--- src/rtl/l2_port_arbiter.sv ---
// Round-robin arbiter sharing the single L2 request port between icache (port 0) and dcache (port 1).
// Optional perf counters are enabled by defining L2_ARB_PERF_CNT_EN.

package l2_arb_pkg;
  typedef enum logic {
    LOAD  = 1'b0,
    STORE = 1'b1
  } memory_operation_e;
endpackage

module l2_port_arbiter
  import l2_arb_pkg::*;
#(
  parameter int XLEN      = 32,
  parameter int CNT_WIDTH = 16
) (
  input  logic              clk,
  input  logic              reset,

  input  logic [XLEN-1:0]   ic_req_address,
  input  memory_operation_e ic_req_type,
  input  logic              ic_req_valid,
  input  logic [XLEN-1:0]   ic_word_to_store,
  output logic [XLEN-1:0]   ic_fetched_word,
  output logic              ic_fetched_word_valid,

  input  logic [XLEN-1:0]   dc_req_address,
  input  memory_operation_e dc_req_type,
  input  logic              dc_req_valid,
  input  logic [XLEN-1:0]   dc_word_to_store,
  output logic [XLEN-1:0]   dc_fetched_word,
  output logic              dc_fetched_word_valid,

  output logic [XLEN-1:0]   l2_req_address,
  output memory_operation_e l2_req_type,
  output logic              l2_req_valid,
  output logic [XLEN-1:0]   l2_word_to_store,
  input  logic [XLEN-1:0]   l2_fetched_word,
  input  logic              l2_fetched_word_valid
`ifdef L2_ARB_PERF_CNT_EN
  ,
  output logic [CNT_WIDTH-1:0] ic_grant_count,
  output logic [CNT_WIDTH-1:0] dc_grant_count,
  output logic [CNT_WIDTH-1:0] conflict_count
`endif
);

  typedef enum logic [1:0] {
    IDLE     = 2'd0,
    GRANT_IC = 2'd1,
    GRANT_DC = 2'd2,
    RELEASE  = 2'd3
  } state_e;

  state_e state_q;
  state_e state_d;
  logic   last_grant_q;
  logic   last_grant_d;

  always_ff @(posedge clk) begin
    if (!reset) begin
      state_q      <= IDLE;
      last_grant_q <= 1'b1;
    end else begin
      state_q      <= state_d;
      last_grant_q <= last_grant_d;
    end
  end

  // last_grant holds the port served most recently, so a tie goes to the other one.
  always_comb begin
    state_d      = state_q;
    last_grant_d = last_grant_q;
    unique case (state_q)
      IDLE: begin
        if (ic_req_valid && dc_req_valid) begin
          state_d = last_grant_q ? GRANT_IC : GRANT_DC;
        end else if (ic_req_valid) begin
          state_d = GRANT_IC;
        end else if (dc_req_valid) begin
          state_d = GRANT_DC;
        end
      end
      GRANT_IC: begin
        if (l2_fetched_word_valid) begin
          state_d      = RELEASE;
          last_grant_d = 1'b0;
        end
      end
      GRANT_DC: begin
        if (l2_fetched_word_valid) begin
          state_d      = RELEASE;
          last_grant_d = 1'b1;
        end
      end
      RELEASE: begin
        state_d = IDLE;
      end
      default: begin
        state_d = IDLE;
      end
    endcase
  end

  always_comb begin
    l2_req_valid          = 1'b0;
    l2_req_address        = '0;
    l2_req_type           = LOAD;
    l2_word_to_store      = '0;
    ic_fetched_word_valid = 1'b0;
    dc_fetched_word_valid = 1'b0;
    unique case (state_q)
      GRANT_IC: begin
        l2_req_valid          = 1'b1;
        l2_req_address        = ic_req_address;
        l2_req_type           = ic_req_type;
        l2_word_to_store      = ic_word_to_store;
        ic_fetched_word_valid = l2_fetched_word_valid;
      end
      GRANT_DC: begin
        l2_req_valid          = 1'b1;
        l2_req_address        = dc_req_address;
        l2_req_type           = dc_req_type;
        l2_word_to_store      = dc_word_to_store;
        dc_fetched_word_valid = l2_fetched_word_valid;
      end
      default: begin
      end
    endcase
  end

  assign ic_fetched_word = l2_fetched_word;
  assign dc_fetched_word = l2_fetched_word;

`ifdef L2_ARB_PERF_CNT_EN
  logic ic_done;
  logic dc_done;
  logic conflict;

  assign ic_done  = (state_q == GRANT_IC) && l2_fetched_word_valid;
  assign dc_done  = (state_q == GRANT_DC) && l2_fetched_word_valid;
  assign conflict = (state_q == IDLE) && ic_req_valid && dc_req_valid;

  // Counters stick at all-ones rather than wrapping.
  always_ff @(posedge clk) begin
    if (!reset) begin
      ic_grant_count <= '0;
      dc_grant_count <= '0;
      conflict_count <= '0;
    end else begin
      if (ic_done && (ic_grant_count != '1)) begin
        ic_grant_count <= ic_grant_count + 1'b1;
      end
      if (dc_done && (dc_grant_count != '1)) begin
        dc_grant_count <= dc_grant_count + 1'b1;
      end
      if (conflict && (conflict_count != '1)) begin
        conflict_count <= conflict_count + 1'b1;
      end
    end
  end
`endif

`ifndef SYNTHESIS
  param_ok: assert property (@(posedge clk) (XLEN > 0) && (CNT_WIDTH > 0));

  ic_holds_valid: assert property (@(posedge clk) disable iff (!reset)
    (state_q == GRANT_IC) |-> ic_req_valid);

  dc_holds_valid: assert property (@(posedge clk) disable iff (!reset)
    (state_q == GRANT_DC) |-> dc_req_valid);

  acks_exclusive: assert property (@(posedge clk) disable iff (!reset)
    !(ic_fetched_word_valid && dc_fetched_word_valid));
`endif

endmodule
--- config.mk ---
export PLATFORM = sky130hd
export DESIGN_NAME = l2_port_arbiter
export DESIGN_NICKNAME = d
export VERILOG_FILES = /design/src/rtl/l2_port_arbiter.sv
export SDC_FILE = /design/constraint.sdc
export NUM_CORES = 1
export LEC_CHECK = 0
export BUFFER_PORTS_ARGS = -buffer_cell sky130_fd_sc_hd__buf_2
export CORE_AREA = 2 2 115 117
export CTS_BUF_LIST = sky130_fd_sc_hd__clkbuf_4 sky130_fd_sc_hd__clkbuf_8 sky130_fd_sc_hd__clkbuf_16
export DETAILED_ROUTE_END_ITERATION = 16
export DIE_AREA = 0 0 117 119
export PLACE_DENSITY = 0.47
export SETUP_SLACK_MARGIN = 0.15
export SYNTH_ARGS = -nofsm -noshare
export SYNTH_HDL_FRONTEND = slang
export SYNTH_SLANG_ARGS = --single-unit
--- constraint.sdc ---
create_clock -name clk -period 1.65 [get_ports clk]
set_clock_uncertainty 0.1 [all_clocks]
set_input_delay 0.2475 -clock clk [delete_from_list [all_inputs] [get_ports clk]]
set_output_delay 0.2475 -clock clk [all_outputs]
set_load 0.01 [all_outputs]
Yosys cells after proc, flatten, opt, wreduce, memory -nomap -nowiden

Index checks and enable logic that the tools add are counted.

Register bits: 3
Bits of input ports: 167

Reductions and logical operators: 6
Eq/ne operators: 7
Muxes and demuxes: 15

Operator list:

| operator                                                        | count |
|---|---|
| 32-bit case mux with 2 select lines                             | 2 |
| 2-bit two-way mux                                               | 5 |
| 2-bit case mux with 3 select lines                              | 1 |
| 1-bit two-way mux                                               | 5 |
| 2-bit == test, second input constant                            | 2 |
| 2-bit != test, second input constant                            | 2 |
| 4-bit != test, second input constant                            | 1 |
| 1-bit case mux with 2 select lines                              | 2 |
| 3-bit AND reduction                                             | 1 |
| 2-bit by 1-bit == test with 1-bit output, second input constant | 1 |
| 2-bit zero test                                                 | 1 |
| 2-bit by 1-bit != test with 1-bit output, second input constant | 1 |
| 2-bit AND reduction                                             | 1 |
| 2-bit nonzero test                                              | 1 |
| 2-bit OR reduction                                              | 1 |
| 1-bit logical AND                                               | 1 |

Longest topological paths before layout

Gate-level depths: netlist (run 1).

Depth in word-level cells: 4
Depth in mapped cells: 6

Worst setup path before layout (run 1)

No wires, ideal clock.

Path kind: register -> output
Start: reg state_q[0]
End: out l2_req_address[0]
Setup slack: -0.114 ns
Cell stages (with the launch flop): 7
Arrival: 1.417 ns
Data required time: 1.302 ns
Cells stage by stage: dfxtp_1 > inv_1 > ha_1 > inv_2 > buf_4 > clkbuf_1 > nor2_1

Word-level cells in the longest chain between the ends: 2
Elaborated cells on any way between the ends: 3
Those cells by class: eq/ne (2); mux (1)

Ends and longest elaborated chain:

| element                                                                   | RTL line | source |
|---|---|---|
| start, declared                                                           | 55       | `state_e state_q;` |
| start signal, assigned                                                    | 65       | `state_q <= state_d;` |
| 2-bit == test or 2-bit by 1-bit == test with 1-bit output (tied branches) | 112      | `unique case (state_q)` |
| 32-bit case mux with 2 select lines (*)                                   | 112      |  |
| end, declared                                                             | 34       | `output logic [XLEN-1:0] l2_req_address,` |

Every way passes the cells marked *; elsewhere a longest branch is shown, timed or not.

Worst setup path in the final report (run 1)

Start: reg state_q[0]
End: out l2_req_address[6]

Same word-level chain as after synthesis.

==> results by group, run 1 <==
STA
  • Min Tclk post-route: 1870 ps
  • Hold slack: 165 ps
  • Period utilization: 113%
  • Setup slack after layout: -217 ps
  • Slew Limit Fails: 0
  • Slew @ Worst Pin: 347 ps
  • FMAX: 0.536 GHz
  • RSZ-0062 raised after global routing: true
  • Rel. slew slack: 76.5%
  • TNS Setup: -11280 ps
  • Fin. Hold Viols: 0
  • Final setup viols: 66

Synth
  • Cell variety after synth: 22
  • Yosys warns: 0
  • Synth Net Count: 415
  • Syn avg cell area: 6.42 um^2
  • Yosys top cell area share: 31.3%
  • Post-synthesis sequential area ratio: 3.85%
  • Area leader, netlist: a22oi_1
  • Syn Std Cell Area: 0.00156 mm^2
  • Synth area leaders: a22oi_1 (31%), buf_4 (31%), nor2_1 (16%)
  • Number of synthesized register bits: 3
  • Cells after Synth: 243

Global routing
  • Vias in the first global route: 2254
  • Total gr overflow: 0
  • Largest net degree at the start of global routing: 44
  • First-pass GRT wire length: 11.7 mm
  • Antenna violations before repair: 0
  • Gr usage total: 10.9%

Die
  • Rows: 42
  • DIE AREA: 0.0139 mm^2
  • Chip width: 117 um
  • Core area: 0.0129 mm^2
  • Starting Density: 12.1%
  • Io pins: 299
  • Height of the die: 119 um

Route
  • Overall routed net length: 9.58 mm
  • Final ANT Viol Nets: 0
  • Drt wl/cell: 16.9 um
  • Via Count: 2329
  • DRT iter0 DRCs: 53
  • Pre-antenna DRT Iters: 3
  • DRC Markers: 0
  • Via-to-Cell Ratio: 4.11

Setup path
  • Top cell family by delay on the critical path: buffers and inverters
  • Worst Setup End Kind: primary output
  • Crit-path max FO: 5
  • Crit path launch type: register
  • Worst-path cell chain: inv_6 > ha_4 > buf_6 > clkbuf_16 > a22oi_2 > nor2_4 > buf_6
  • CP Data Arrival Time: 1520 ps
  • Worst Path Buf+Inv: 4
  • CP max stage delay: 380 ps
  • Req. time, crit path: 1300 ps
  • WS Path Type: register to primary output
  • Most used cell, CP: buf_6
  • Slowest cell on crit path: dfxtp_4

Power and ir drop
  • Power Density: 1690 mW/mm^2
  • Lkg Pwr: 1.50 nW
  • Post-layout power: 5.55 mW
  • Worst VDD drop: 0.000763 V

Final layout
  • Nets: 564
  • Core Util, Final: 25.4%
  • Area grow syn2layout: 110%
  • Post-Layout Cell Count: 567
  • Design area: 0.00327 mm^2
  • Fill cell count: 1433
  • Fraction of layout cells with a size suffix above 1: 81.6%
  • Inserted Diodes: 0

Outcome
  • Failing checks: negative setup slack
  • Status: finished with violations

Placed design
  • DP Cell Count: 544
  • Placed wire-length estimate: 6.52 mm
  • PortBufs: 202
  • Place WS: -242 ps
  • RePlAce Congestion: 0.691
  • Placed Area: 0.00249 mm^2

Clocking
  • Worst-path clk slew: 30 ps
  • Clk_lat worst skew: 220 ps
  • Cts hold-fix bufs: 0
  • TritonCTS Buffers: 3
  • CTS Buffer Depth: 2
  • Clk sinks: 3
  • CTS H-tree depth: 1
  • Root buffer selected by CTS: clkbuf_16
  • CTS tree: done

Hold path
  • Hold WC Path Type: primary input to register

Job
  • Max Cap Viol: 0
-- power by group --
group / internal, mW / total (mW) / switching (mW)
combinational: 2.36 / 4.99 / 2.62
clock: 0.335 / 0.402 / 0.0665
sequential: 0.114 / 0.163 / 0.0485
total: 2.81 / 5.55 / 2.74
-- final timing paths --
kind / depth (start not counted) / slack (ps) / to / from
worst min register to register: 2 / 380 / last_grant_q$_SDFFE_PN1P_ / last_grant_q$_SDFFE_PN1P_
worst max-delay path: 7 / -220 / l2_req_address[6] / state_q[0]$_SDFFE_PN0P_
worst max register to register: 6 / 30 / state_q[0]$_SDFFE_PN0P_ / state_q[1]$_SDFFE_PN0P_
worst min-delay path: 2 / 160 / last_grant_q$_SDFFE_PN1P_ / reset
-- cell usage in the layout (no fill, tap or decap), drive strengths merged --
cell type,instances
a21oi,1
a22oi,65
a2bb2oi,1
a31o,1
a31oi,1
and2,2
and2b,1
buf,223
clkbuf,10
dfxtp,3
ha,5
inv,4
mux2i,1
nand2,2
nand2b,1
nor2,66
o211ai,1
o21ai,1
o311ai,1
or4b,1
-- synthesized netlist by cell type, drive strengths merged --
cell type,instances
a21oi,1
a22oi,65
a2bb2oi,1
a31o,1
a31oi,1
and2,2
and2b,1
buf,76
clkbuf,9
dfxtp,3
ha,5
inv,4
mux2i,1
nand2,2
nand2b,1
nor2,66
o211ai,1
o21ai,1
o311ai,1
or4b,1
-- cell families (layout without fill, tap and decap cells) --
kind of cell	after synthesis	in the layout	share of synthesized area (%)
fa+ha+maj	5	5	4.01
flops	3	3	3.85
compound gates	72	72	34.8
buf+inv	89	237	38.0
simple gates	73	73	18.8
mux	1	1	0.642
-- layer usage --
layer	global-route usage, %	up-vias	routed length [um]
met2	21.5	141	5200
met3	2.60	33	835
li1	-	1089	-
met5	0	-	0
met4	3.97	0	255
met1	10.8	1066	3290
-- area by class of cell --
class                      count  area (um^2)  share of cell area, %
inverter                       4         30.0                  0.917
tap                          176          220                   6.73
clock buffer                   4         82.6                   2.52
timing repair buffer         229         1530                   46.8
sequential                     3         67.6                   2.06
multi-input combinational    151         1340                   40.9
-- sequential cells by signal (all words and copies together) (netlist names) --
signal        cells
last_grant_q      1
state_q           2
-- timing repair --
action | CTS | global route
gates cloned | 1 | 9
setup buffers | 8 | 1
pin swaps | 10 | 18
setup endpoints to repair | 67 | 70
resized for setup | 75 | 14
Power figures use the tool's default switching activity.
==> run 2: changes to the inputs <==
--- a/config.mk
+++ b/config.mk
@@ -10,8 +10,10 @@
 export CTS_BUF_LIST = sky130_fd_sc_hd__clkbuf_4 sky130_fd_sc_hd__clkbuf_8 sky130_fd_sc_hd__clkbuf_16
 export DETAILED_ROUTE_END_ITERATION = 16
 export DIE_AREA = 0 0 117 119
-export PLACE_DENSITY = 0.47
+export GPL_ROUTABILITY_DRIVEN = 0
+export PLACE_DENSITY = 0.55
 export SETUP_SLACK_MARGIN = 0.15
+export SKIP_LAST_GASP = 1
 export SYNTH_ARGS = -nofsm -noshare
 export SYNTH_HDL_FRONTEND = slang
 export SYNTH_SLANG_ARGS = --single-unit
==> results by group, run 2 (synthesis results as in run 1) <==
Outcome
  • Status: finished with violations
  • Failing checks: negative setup slack

Final layout
  • Inserted Diodes: 0 (unchanged)
  • Fill cell count: 1411 (-1.5%)
  • Post-Layout Cell Count: 558 (-1.6%)
  • Most frequent cells in the layout: buf_2 (201), nor2_1 (46), a22oi_2 (39)
  • Area grow syn2layout: 92.1%
  • Nets: 555 (-1.6%)
  • Design area: 0.00300 mm^2 (-8.5%)
  • Max FFs per register: 2 (unchanged)
  • Most flop-heavy register: state_q
  • Commonest non-fill, non-tap cell in the layout: buf_2
  • Fraction of layout cells with a size suffix above 1: 77.5% (-4.1 points)
  • Largest registers: state_q: 2 flops, last_grant_q: 1 flops

STA
  • Slew Limit Fails: 0 (unchanged)
  • FMAX: 0.548 GHz (+2.2%)
  • Hold slack: 168 ps (+3.58 ps)
  • TNS Setup: -8980 ps (+2300 ps)
  • Period utilization: 111% (-2.4 points)
  • Slew @ Worst Pin: 309 ps (-38.2 ps)
  • RSZ-0062 raised after global routing: true
  • Final setup viols: 66 (unchanged)
  • Setup slack after layout: -176 ps (+40.4 ps)
  • Min Tclk post-route: 1830 ps (-40.4 ps)
  • Rel. slew slack: 79.1% (+2.6 points)
  • Fin. Hold Viols: 0 (unchanged)

Setup path
  • WS Path Type: register to primary output
  • Slowest cell on crit path: dfxtp_4
  • RR Startpoint: state_q[1]$_SDFFE_PN0P_
  • Reg-to-reg endpoint: state_q[0]$_SDFFE_PN0P_
  • Crit path launch type: register
  • CP Data Arrival Time: 1480 ps (-40 ps)
  • R2r setup slk: 90 ps (+60 ps)
  • CP max stage delay: 340 ps (-40 ps)
  • Req. time, crit path: 1300 ps (about the same)
  • Worst Setup End Kind: primary output
  • Crit-path max FO: 14 (+9)
  • Reg2reg path depth: 7 (+1)
  • Worst-path cell chain: buf_4 > ha_4 > clkbuf_16 > a22oi_1 > nor2_1 > buf_2

Route
  • DR top layer: met4
  • M1 WL: 2.61 mm (-21%)
  • DRT iter0 DRCs: 50 (-5.7%)
  • Wire length on met3: 633 um (-24%)
  • DRC Markers: 0 (unchanged)
  • Via-to-Cell Ratio: 4.00 (-2.6%)
  • Overall routed net length: 7.33 mm (-23%)
  • Drt wl/cell: 13.1 um (-22%)
  • Via Count: 2233 (-4.1%)
  • Met2 routed WL: 3.89 mm (-25%)
  • Final ANT Viol Nets: 0 (unchanged)
  • Pre-antenna DRT Iters: 4 (+1)

Clocking
  • Worst-path clk slew: 30 ps (about the same)
  • Clk sinks: 3 (unchanged)
  • CTS tree: done
  • CTS H-tree depth: 1 (unchanged)
  • CTS Buffer Depth: 2 (unchanged)
  • Cts hold-fix bufs: 0 (unchanged)
  • Root buffer selected by CTS: clkbuf_16
  • TritonCTS Buffers: 3 (unchanged)
  • Clk_lat worst skew: 230 ps (about the same)

Placed design
  • Place WS: 46.4 ps (+289 ps)
  • Placed Area: 0.00248 mm^2 (-0.30%)
  • DP Cell Count: 543 (-0.18%)
  • PortBufs: 202 (unchanged)
  • Placed wire-length estimate: 4.91 mm (-25%)

Die
  • Height of the die: 119 um (unchanged)
  • Core area: 0.0129 mm^2 (unchanged)
  • Rows: 42 (unchanged)
  • Starting Density: 12.1% (unchanged)
  • DIE AREA: 0.0139 mm^2 (unchanged)
  • Io pins: 299 (unchanged)
  • Chip width: 117 um (unchanged)

Power and ir drop
  • Worst VDD drop: 0.000633 V (-17%)
  • Power Density: 1690 mW/mm^2 (-0.45%)
  • Lkg Pwr: 1.43 nW (-5.1%)

Hold path
  • Hold Crit Depth: 2 (unchanged)
  • Worst hold start: reset
  • Hold WC Path Type: primary input to register
  • Hold EP: last_grant_q$_SDFFE_PN1P_

Job
  • Max Cap Viol: 0 (unchanged)

Global routing
  • Largest net degree at the start of global routing: 30 (-32%)
  • Total gr overflow: 0 (unchanged)
  • Vias in the first global route: 2000 (-11%)
  • Antenna violations before repair: 0 (unchanged)
  • First-pass GRT wire length: 9.49 mm (-19%)
  • Gr usage total: 8.55% (-2.4 points)
-- run 2: cell count changes in the layout (fill, tap and decap cells not counted), sizes merged --
cell    change
buf         -6
clkbuf      -3
-- run 2: area by class of cell --
class	count	area (um^2)	share of cell area (%)
Timing Repair Buffer	220	1350	45.2
Multi-Input combinational cell	151	1250	41.6
Tap cell	176	220	7.35
Clock buffer	4	82.6	2.76
Sequential cell	3	67.6	2.26
Inverter	4	25.0	0.835
-- run 2: worst max path at each step --
stage	endpoint	slack, ps	startpoint	cells past startpoint
CTS	l2_word_to_store[29]	-180	state_q[1]$_SDFFE_PN0P_	6
detailed placement	l2_word_to_store[18]	50	state_q[0]$_SDFFE_PN0P_	6
global placement	l2_req_address[30]	50	state_q[0]$_SDFFE_PN0P_	6
finish	l2_req_address[8]	-180	state_q[1]$_SDFFE_PN0P_	6
global route	l2_word_to_store[19]	-230	state_q[1]$_SDFFE_PN0P_	6
floorplan	l2_req_address[28]	100	state_q[0]$_SDFFE_PN0P_	6
-- run 2: worst max-delay path: cells and delay by family, from the launching register on --
kind	cells	cell delay [ps]
buffers and inverters	3	470
flip-flops	1	340
adder cells (fa/ha/maj)	1	200
AO/OA/AOI/OAI	1	180
AND/OR/NAND/NOR	1	60
-- run 2: where the power goes --
group	leakage, nW	internal (mW)	switching (mW)
clock	0.0416	0.336	0.0706
sequential	0.0260	0.114	0.0357
combinational	1.36	2.13	2.37
total	1.43	2.58	2.48
-- run 2: routing by layer --
layer	vias up	track usage, %
li1	1076	-
met1	997	8.52
met5	-	0
met3	24	1.22
met4	0	3.38
met2	136	17.1
-- run 2: what timing repair did --
| action | in CTS | in global routing |
|---|---|---|
| setup endpoints to repair | 67 | 69 |
| pin swaps | 5 | 0 |
| gates resized for setup | 17 | 39 |
| setup buffers | 3 | 1 |
| gates cloned | 3 | 4 |
-- run 2: per-stage QoR --
step,util (%),power (mW)
global placement,19.3,3.49
floorplan,-,2.59
global route,23.3,5.43
finish,23.3,5.05
detailed placement,19.3,3.45
CTS,21.2,4.44
